==> src/rtl/score_display_pkg.sv <==
// Shared definitions for the score display: FSM encoding, special glyphs and
// the seven-segment lookup used by every digit decoder.
package score_display_pkg;

    typedef enum logic [1:0] {
        IDLE    = 2'd0,
        CONVERT = 2'd1,
        UPDATE  = 2'd2
    } state_t;

    localparam logic [6:0] GLYPH_BLANK = 7'h7F;
    localparam logic [6:0] GLYPH_DASH  = 7'h3F;

    // Active-low segments, bit 0 = a through bit 6 = g.
    function automatic logic [6:0] hex_glyph(input logic [3:0] d);
        logic [6:0] g;
        case (d)
            4'h0:    g = 7'h40;
            4'h1:    g = 7'h79;
            4'h2:    g = 7'h24;
            4'h3:    g = 7'h30;
            4'h4:    g = 7'h19;
            4'h5:    g = 7'h12;
            4'h6:    g = 7'h02;
            4'h7:    g = 7'h78;
            4'h8:    g = 7'h00;
            4'h9:    g = 7'h10;
            4'hA:    g = 7'h08;
            4'hB:    g = 7'h03;
            4'hC:    g = 7'h46;
            4'hD:    g = 7'h21;
            4'hE:    g = 7'h06;
            default: g = 7'h0E;
        endcase
        return g;
    endfunction

    function automatic longint unsigned pow10(input int n);
        longint unsigned p;
        p = 1;
        for (int i = 0; i < n; i++) p = p * 10;
        return p;
    endfunction

endpackage

==> src/rtl/score_display_seg7_glyph.sv <==
// Single-digit combinational decoder from a 4-bit value to active-low segments.
module seg7_glyph
    import score_display_pkg::*;
(
    input  logic [3:0] digit,
    output logic [6:0] seg
);

    assign seg = hex_glyph(digit);

endmodule

==> src/rtl/score_display.sv <==
// Multi-digit seven-segment score display: captures a binary value, converts it
// to hex or BCD digits, applies leading-zero blanking/overflow dashes and blink.
module score_display
    import score_display_pkg::*;
#(
    parameter int BIN_W      = 16,
    parameter int NUM_DIGITS = 6,
    parameter int BLINK_W    = 24
) (
    input  logic                    clock,
    input  logic                    reset,
    input  logic [BIN_W-1:0]        value,
    input  logic                    load,
    input  logic                    mode_dec,
    input  logic                    blank_lz,
    input  logic                    blink,
    output logic                    ready,
    output logic                    overflow,
    output logic [7*NUM_DIGITS-1:0] HEX
);

    localparam int DW    = 4 * NUM_DIGITS;
    localparam int CNT_W = $clog2(BIN_W + 1);
    localparam longint unsigned DEC_LIMIT = pow10(NUM_DIGITS);

    state_t                  state, next_state;
    logic [BIN_W-1:0]        val_q, shift_q;
    logic                    dec_q, blz_q;
    logic [CNT_W-1:0]        bit_cnt;
    logic [DW-1:0]           bcd_q, bcd_adj;
    logic [DW-1:0]           digit_src;
    logic [NUM_DIGITS-1:0]   lz_mask;
    logic                    nz_seen;
    logic [7*NUM_DIGITS-1:0] glyphs, disp_next, disp_q;
    logic                    hex_ovf, ovf_next, ovf_q;
    logic [BLINK_W-1:0]      blink_cnt;
    logic                    phase;

    always_ff @(posedge clock or posedge reset) begin
        if (reset) state <= IDLE;
        else       state <= next_state;
    end

    always_comb begin
        next_state = state;
        case (state)
            IDLE:    if (load) next_state = mode_dec ? CONVERT : UPDATE;
            CONVERT: if (bit_cnt == CNT_W'(BIN_W - 1)) next_state = UPDATE;
            UPDATE:  next_state = IDLE;
            default: next_state = IDLE;
        endcase
    end

    always_comb begin
        ready = (state == IDLE);
    end

    // Double-dabble: adjust every BCD digit, then shift in the next binary bit.
    // Digits above NUM_DIGITS are dropped; their loss is reported as overflow.
    always_comb begin
        bcd_adj = bcd_q;
        for (int k = 0; k < NUM_DIGITS; k++) begin
            if (bcd_q[4*k +: 4] >= 4'd5) bcd_adj[4*k +: 4] = bcd_q[4*k +: 4] + 4'd3;
        end
    end

    always_ff @(posedge clock or posedge reset) begin
        if (reset) begin
            val_q   <= '0;
            shift_q <= '0;
            dec_q   <= 1'b0;
            blz_q   <= 1'b0;
            bit_cnt <= '0;
            bcd_q   <= '0;
            disp_q  <= {NUM_DIGITS{GLYPH_BLANK}};
            ovf_q   <= 1'b0;
        end else begin
            case (state)
                IDLE: begin
                    if (load) begin
                        val_q   <= value;
                        shift_q <= value;
                        dec_q   <= mode_dec;
                        blz_q   <= blank_lz;
                        bit_cnt <= '0;
                        bcd_q   <= '0;
                    end
                end
                CONVERT: begin
                    bcd_q   <= {bcd_adj[DW-2:0], shift_q[BIN_W-1]};
                    shift_q <= shift_q << 1;
                    bit_cnt <= bit_cnt + 1'b1;
                end
                UPDATE: begin
                    disp_q <= disp_next;
                    ovf_q  <= ovf_next;
                end
                default: ;
            endcase
        end
    end

    generate
        if (BIN_W > DW) begin : g_hex_ovf
            assign hex_ovf = |val_q[BIN_W-1:DW];
        end else begin : g_no_hex_ovf
            assign hex_ovf = 1'b0;
        end
    endgenerate

    assign digit_src = dec_q ? bcd_q : DW'(val_q);
    assign ovf_next  = dec_q ? (64'(val_q) >= DEC_LIMIT) : hex_ovf;

    generate
        for (genvar g = 0; g < NUM_DIGITS; g++) begin : g_digit
            seg7_glyph u_glyph (
                .digit (digit_src[4*g +: 4]),
                .seg   (glyphs[7*g +: 7])
            );
        end
    endgenerate

    // Walk from the most significant digit down; blank zeros until the first non-zero.
    always_comb begin
        lz_mask = '0;
        nz_seen = 1'b0;
        for (int k = NUM_DIGITS - 1; k >= 0; k--) begin
            nz_seen    = nz_seen | (digit_src[4*k +: 4] != 4'd0);
            lz_mask[k] = blz_q && !nz_seen && (k != 0);
        end
    end

    always_comb begin
        disp_next = {NUM_DIGITS{GLYPH_BLANK}};
        for (int k = 0; k < NUM_DIGITS; k++) begin
            if (ovf_next)        disp_next[7*k +: 7] = GLYPH_DASH;
            else if (lz_mask[k]) disp_next[7*k +: 7] = GLYPH_BLANK;
            else                 disp_next[7*k +: 7] = glyphs[7*k +: 7];
        end
    end

    always_ff @(posedge clock or posedge reset) begin
        if (reset) begin
            blink_cnt <= '0;
            phase     <= 1'b0;
        end else begin
            blink_cnt <= blink_cnt + 1'b1;
            if (&blink_cnt) phase <= ~phase;
        end
    end

    assign overflow = ovf_q;
    assign HEX      = (blink && !phase) ? {NUM_DIGITS{GLYPH_BLANK}} : disp_q;

endmodule

==> config.mk <==
export PLATFORM = sky130hd
export DESIGN_NAME = score_display
export DESIGN_NICKNAME = d
export VERILOG_FILES = /design/src/rtl/score_display_pkg.sv /design/src/rtl/score_display_seg7_glyph.sv /design/src/rtl/score_display.sv
export SDC_FILE = /design/constraint.sdc
export NUM_CORES = 1
export LEC_CHECK = 0
export BUFFER_PORTS_ARGS = -buffer_cell sky130_fd_sc_hd__buf_4
export CORE_MARGIN = 3
export CORE_UTILIZATION = 36
export DETAILED_ROUTE_END_ITERATION = 12
export GPL_TIMING_DRIVEN = 1
export MAX_ROUTING_LAYER = met4
export PLACE_DENSITY = 0.53
export SLEW_MARGIN = 25
export SYNTH_ARGS = -nofsm -noshare
export SYNTH_HDL_FRONTEND = slang
export SYNTH_SLANG_ARGS = --single-unit
==> constraint.sdc <==
create_clock -name clock -period 3.98 [get_ports clock]
set_input_delay 0.398 -clock clock [delete_from_list [all_inputs] [get_ports clock]]
set_output_delay 0.398 -clock clock [all_outputs]
set_load 0.05 [all_outputs]
# [Word-level counts from Yosys, hierarchy flattened]
# Memories as Yosys holds them, arrays and structs flattened. A register that Yosys moved wholly into a read port is not among the register bits.
# Index checks and enable logic that the tools add are counted.
[totals] register_bits=132 output_inout_bits=44 memories=6 inputBits=22 word_cells=86 mem_bits_ro=672
[mem_list] name="(no name shown)" depth=16 word_bits=7 rd=1 rd_ports_with_merged_regs=1 write_ports=0 line="score_display_pkg.sv:17" source="case (d)"
[mem_list] name="(no name shown)" depth=16 word_bits=7 rd=1 rd_ports_with_merged_regs=0 write_ports=0 line="score_display_pkg.sv:17"
[mem_list] name="(no name shown)" depth=16 word_bits=7 rd=1 rd_ports_with_merged_regs=0 write_ports=0 line="score_display_pkg.sv:17"
[mem_list] name="(no name shown)" depth=16 word_bits=7 rd=1 rd_ports_with_merged_regs=0 write_ports=0 line="score_display_pkg.sv:17"
[mem_list] name="(no name shown)" depth=16 word_bits=7 rd=1 rd_ports_with_merged_regs=0 write_ports=0 line="score_display_pkg.sv:17"
[mem_list] name="(no name shown)" depth=16 word_bits=7 rd=1 rd_ports_with_merged_regs=0 write_ports=0 line="score_display_pkg.sv:17"
[op_classes] magnitude_cmp=6 n_addsub=8 n_reduce_logical=23 n_mux=23 bitwise=5 n_eq_ne=5
[op_table] operator="2-to-1 mux 24 bit" count=2
[op_table] operator="case mux 24 bit (2 select lines)" count=1
[op_table] operator="2-to-1 mux 42 bit" count=1
[op_table] operator="2-to-1 mux 7 bit" count=5
[op_table] operator="case mux 16 bit (2 select lines)" count=1
[op_table] operator="adder 24 x 1 -> 24 bit (second input constant)" count=1
[op_table] operator=">= comparator 4 x 3 -> 1 bit (second input constant)" count=6
[op_table] operator="AND reduction 24 bit" count=1
[op_table] operator="adder 4 x 2 -> 4 bit (second input constant)" count=5
[op_table] operator="2-to-1 mux 4 bit" count=5
[op_table] operator="nonzero test 4 bit" count=5
[op_table] operator="2-to-1 mux 16 bit" count=1
[op_table] operator="case mux 5 bit (2 select lines)" count=1
[op_table] operator="logical AND 1 bit" count=6
[op_table] operator="zero test 1 bit" count=6
[op_table] operator="2-to-1 mux 2 bit" count=3
[op_table] operator="AND reduction 2 bit" count=3
[op_table] operator="adder 5 x 1 -> 5 bit (second input constant)" count=1
[op_table] operator="== test 5 x 4 -> 1 bit (second input constant)" count=1
[op_table] operator="2-to-1 mux 5 bit" count=1
[op_table] operator="inequality test 2 bit (second input constant)" count=2
[op_table] operator="OR 1 bit" count=4
[op_table] operator="case mux 2 bit (2 select lines)" count=1
[op_table] operator="adder 3 x 2 -> 3 bit (second input constant)" count=1
[op_table] operator="6 further kinds" count=6

# [Longest topological paths before layout]
[depth] depth_word=9 mapped_depth=11 ltp_nobuf=7

# [Modules after synthesis]
# A second synthesis with hierarchy kept.
[unflattened] cells_unflattened=829 area_unflattened_um2=8301.7
[modules_own_cells] mod="score_display" area_each_um2=6650.1 cells_each=637 instances=1
[modules_own_cells] mod="seg7_glyph" area_each_um2=275.3 cells_each=32 instances=6

# [Worst setup path before layout]
# Ideal clock, no wire load.
[synth_path] path_type="register to register" from="register dec_q" to="register disp_q[7]" required_ps=3903 path_buffers=5 arrival_ps=2628 setup_time_ps=77 period_less_slack_ps=2706 slack_ps=1274 path_stages_with_launch=12 cell_sequence="dfrtp_1 > buf_4 > buf_6 > buf_2 > buf_1 > nand2_1 > ha_1 > and2_1 > nand4_1 > or4_1 > buf_2 > a31oi_1"
[synth_via] elab_chain_len=9
[synth_lines] element="start, declared" line="score_display.sv:28" source="logic dec_q, blz_q;"
[synth_lines] element="start signal, assigned" line="score_display.sv:83" source="dec_q <= mode_dec;"
[synth_lines] element="2-to-1 mux 24 bit (*)" line="score_display.sv:111" source="assign digit_src = dec_q ? bcd_q : DW'(val_q);"
[synth_lines] element="nonzero test 4 bit" line="score_display.sv:128" source="nz_seen = nz_seen | (digit_src[4*k +: 4] != 4'd0);"
[synth_lines] element="OR 1 bit (4 in series)" line="score_display.sv:128"
[synth_lines] element="zero test 1 bit" line="score_display.sv:129" source="lz_mask[k] = blz_q && !nz_seen && (k != 0);"
[synth_lines] element="logical AND 1 bit" line="score_display.sv:129"
[synth_lines] element="2-to-1 mux 7 bit (*)" line="score_display.sv:137" source="else if (lz_mask[k]) disp_next[7*k +: 7] = GLYPH_BLANK;"
[synth_lines] element="end signal, assigned" line="score_display.sv:75" source="disp_q <= {NUM_DIGITS{GLYPH_BLANK}};"
[synth_lines] element="end signal, assigned" line="score_display.sv:95" source="disp_q <= disp_next;"
[synth_lines] element="end, declared" line="score_display.sv:34" source="logic [7*NUM_DIGITS-1:0] glyphs, disp_next, disp_q;"
# Mark *: on every way between the ends. The rest lies on a longest branch, timed or not.
# A chain may end at the register's enable or synchronous reset.

# [Worst setup path in the final report]
# Same ends and word-level chain as after synthesis.

==> impl_metrics.json <==
{
  "cp_top_family": "flip-flops",
  "fin_tns_setup_ns": 0,
  "synth_ff_type": "dfrtp_1",
  "ys_seq_area_share_pct": 42.54,
  "routed_wirelength_um": 17610,
  "synthCells": 809,
  "setup_slack_ns": 0.9585,
  "synth_top_area_share_pct": 28.55,
  "drv_cap": 0,
  "finClkSkew_ns": 0.008287,
  "period_needed_ns": 3.021,
  "dp_hpwl_um": 12260,
  "crit_buf_inv": 1,
  "n_fill_cell": 2055,
  "postCtsResizedCells": 0,
  "fin_hold_ws_ns": 0.1530,
  "cts_buffer_depth": 2,
  "worstPathArrival_ns": 3.37,
  "cp.required_ns": 4.33,
  "crit_path_cell_trace": "buf_4, mux2i_1, ha_1, o21ai_1, or4_1, a31oi_1",
  "hp-class": "in2async",
  "grt_max_degree": 69,
  "crit_type": "reg2reg",
  "synth_top_family_by_area": "simple AND/OR/NAND/NOR gates",
  "startpoint_type": "register",
  "syn-mean-instance-area_sq_um": 9.750,
  "synth_simple_gate_area_share_pct": 16.32,
  "drc": 0,
  "yosys.area.top_type": "dfrtp_1",
  "wire_per_inst_um": 15.41,
  "rrSetupSlack_ns": 0.96,
  "final_common_cell": "dfrtp_1",
  "slowest_stage": "dfrtp_2",
  "yosys_warnings": 0,
  "path_max_fanout": 37,
  "synthArstFlopShare_pct": 100.0,
  "ios": 66,
  "fmax_mhz": 331.0,
  "synthesis.area_sq_um": 7888,
  "vias": 5926,
  "synth_mux_area_share_pct": 8.280,
  "cts_setup_buffers": 0,
  "core.rowCount": 53,
  "firstDrtPassIters": 5,
  "overflow": 0,
  "synth_nets": 882,
  "rsz0062_at_grt": "false",
  "worst_pin_slew_ns": 1.001,
  "max-slew-margin-rel_pct": 32.67,
  "die_area_sq_um": 23720,
  "synth-edff-count": 0,
  "grt_antenna_before_repair": 0,
  "grt_pass1_vias": 5733,
  "ant_nets": 0,
  "grt_pass1_wl_um": 29940,
  "max_stage_delay_ns": 0.81,
  "vias_per_cell": 5.185,
  "cellLeakagePower_nw": 4.033,
  "port_buffers": 64,
  "cp-end-kind": "register",
  "cts_root_buffer": "clkbuf_16",
  "status": "complete, no violations",
  "ys_ff_latch": 132,
  "cts_tree": "built",
  "areaGrowthSynthToFinish_pct": 17.93,
  "diodes": 0,
  "holdBufCountCts": 0,
  "synth_compound_area_share_pct": 16.31,
  "most-common-layout-cells": "89 x dfrtp_1, 75 x buf_4, 61 x nand2_1",
  "clk_latency_ns": 0.42,
  "finish.net_count": 928,
  "period_share_pct": 75.92,
  "hold_violations": 0,
  "grt_usage_pct": 15.72,
  "cts_made_buffers": 17,
  "yosys-top-cells-area": "dfrtp_1 29%, dfstp_2 14%, ha_1 8.1%, nand2b_1 4.7%, mux2_2 4.3%",
  "drt_first_iter_violations": 293,
  "clk_pin_slew_ns": 0.06,
  "cp-startpoint": "dec_q$_DFFE_PP0P_",
  "cts_max_level": 4,
  "dp_slack_ns": 0.9420,
  "die_h_um": 154.0,
  "cts_sinks": 132,
  "power.density_nw_per_um2": 831.2,
  "synth_cell_types": 64,
  "finalSetupViolations": 0,
  "globalplace.congestion": 0.7867,
  "drive_gt1_share_pct": 22.12,
  "synth-xor-area-share_pct": 3.553,
  "die_w_um": 154.0,
  "core_sq_um": 21290,
  "r2r_start": "dec_q$_DFFE_PP0P_",
  "drv_slew": 0,
  "initial_core_util_pct": 37.05,
  "synth_adder_area_share_pct": 8.090,
  "ir_worst_vdd_mv": 0.4283
}
[state kept, by name, summed over array words and instances (netlist names)]
name,count
phase,1
state,2
bcd_q,24
blz_q,1
shift_q,16
val_q,16
bit_cnt,5
disp_q,42
dec_q,1
blink_cnt,24
[power by group]
| group | internal [mW] | total, mW | switching [mW] |
|---|---|---|---|
| logic | 1.41 | 3.42 | 2.02 |
| clock network | 1.25 | 1.88 | 0.631 |
| registers | 1.96 | 2.43 | 0.471 |
[through the flow]
| step | total power, mW | util (%) | instances | instance area, sq um |
|---|---|---|---|---|
| after detailed placement | 5.887 | 40.42 | 1111 | 8603 |
| after global routing | 8.289 | 43.70 | 1143 | 9301 |
| after CTS | 7.800 | 43.70 | 1143 | 9301 |
| final | 7.731 | 43.70 | 1143 | 9301 |
| after floorplan | 5.026 | - | 809 | 7888 |
| after global placement | 5.867 | 40.39 | 1111 | 8597 |
[synth_stat cells (all sizes together) (11+ instances only)]
master,count
dfrtp,90
nand2,61
nand2b,59
o21ai,54
ha,51
inv,45
nor2,44
dfstp,42
a21oi,40
clkbuf,33
mux2,30
mux2i,27
xnor2,23
nand3,18
a31oi,15
buf,15
o22ai,13
a22oi,11
[cell families after synthesis]
kind of cell / count (synthesis)
AO/OA/AOI/OAI: 196
XOR/XNOR: 32
adder cells (fa/ha/maj): 51
buffers and inverters: 93
flip-flops: 132
multiplexers: 59
other: 1
AND/OR/NAND/NOR: 245
[cell type report]
cell class | instances | area (sq um) | share of cell area (%)
Clock buffer | 17 | 425.4 | 4.574
Tap cell | 275 | 344.1 | 3.699
Clock inverter | 15 | 272.8 | 2.932
Multi-Input combinational cell | 584 | 4168 | 44.81
Timing Repair Buffer | 75 | 563.0 | 6.053
Sequential cell | 132 | 3357 | 36.09
Inverter | 45 | 171.4 | 1.843
[worst reg2reg max path, cell delays in order, from the launching register on]
cell and delay (ns):
dfrtp_2 0.81, buf_4 0.41, mux2i_1 0.61, ha_1 0.29, o21ai_1 0.06, or4_1 0.55
a31oi_1 0.22
[metal layers]
metal / global-route usage [%] / vias to the layer above / share of wire (%) / wire length [um]
met1: 22.44 / 2874 / 52 / 9180
met5: - / - / 0 / 0
met2: 22.77 / 81 / 44 / 7673
met3: 3.434 / 10 / 3.2 / 566
li1: - / 2961 / - / -
met4: 3.869 / 0 / 1.1 / 193
[final timing paths]
path / end / cells past startpoint
setup reg to reg: disp_q[7]$_DFFE_PP1N_ / 6
setup / recovery: disp_q[7]$_DFFE_PP1N_ / 6
hold reg to reg: blink_cnt[9]$_DFF_PP0_ / 1
min in group clock: shift_q[0]$_DFFE_PP0P_ / 2
hold / removal: shift_q[8]$_DFFE_PP0P_ / 2
max in group asynchronous: disp_q[31]$_DFFE_PP1N_ / 3
Note: power is estimated with default switching activity, not from simulation.
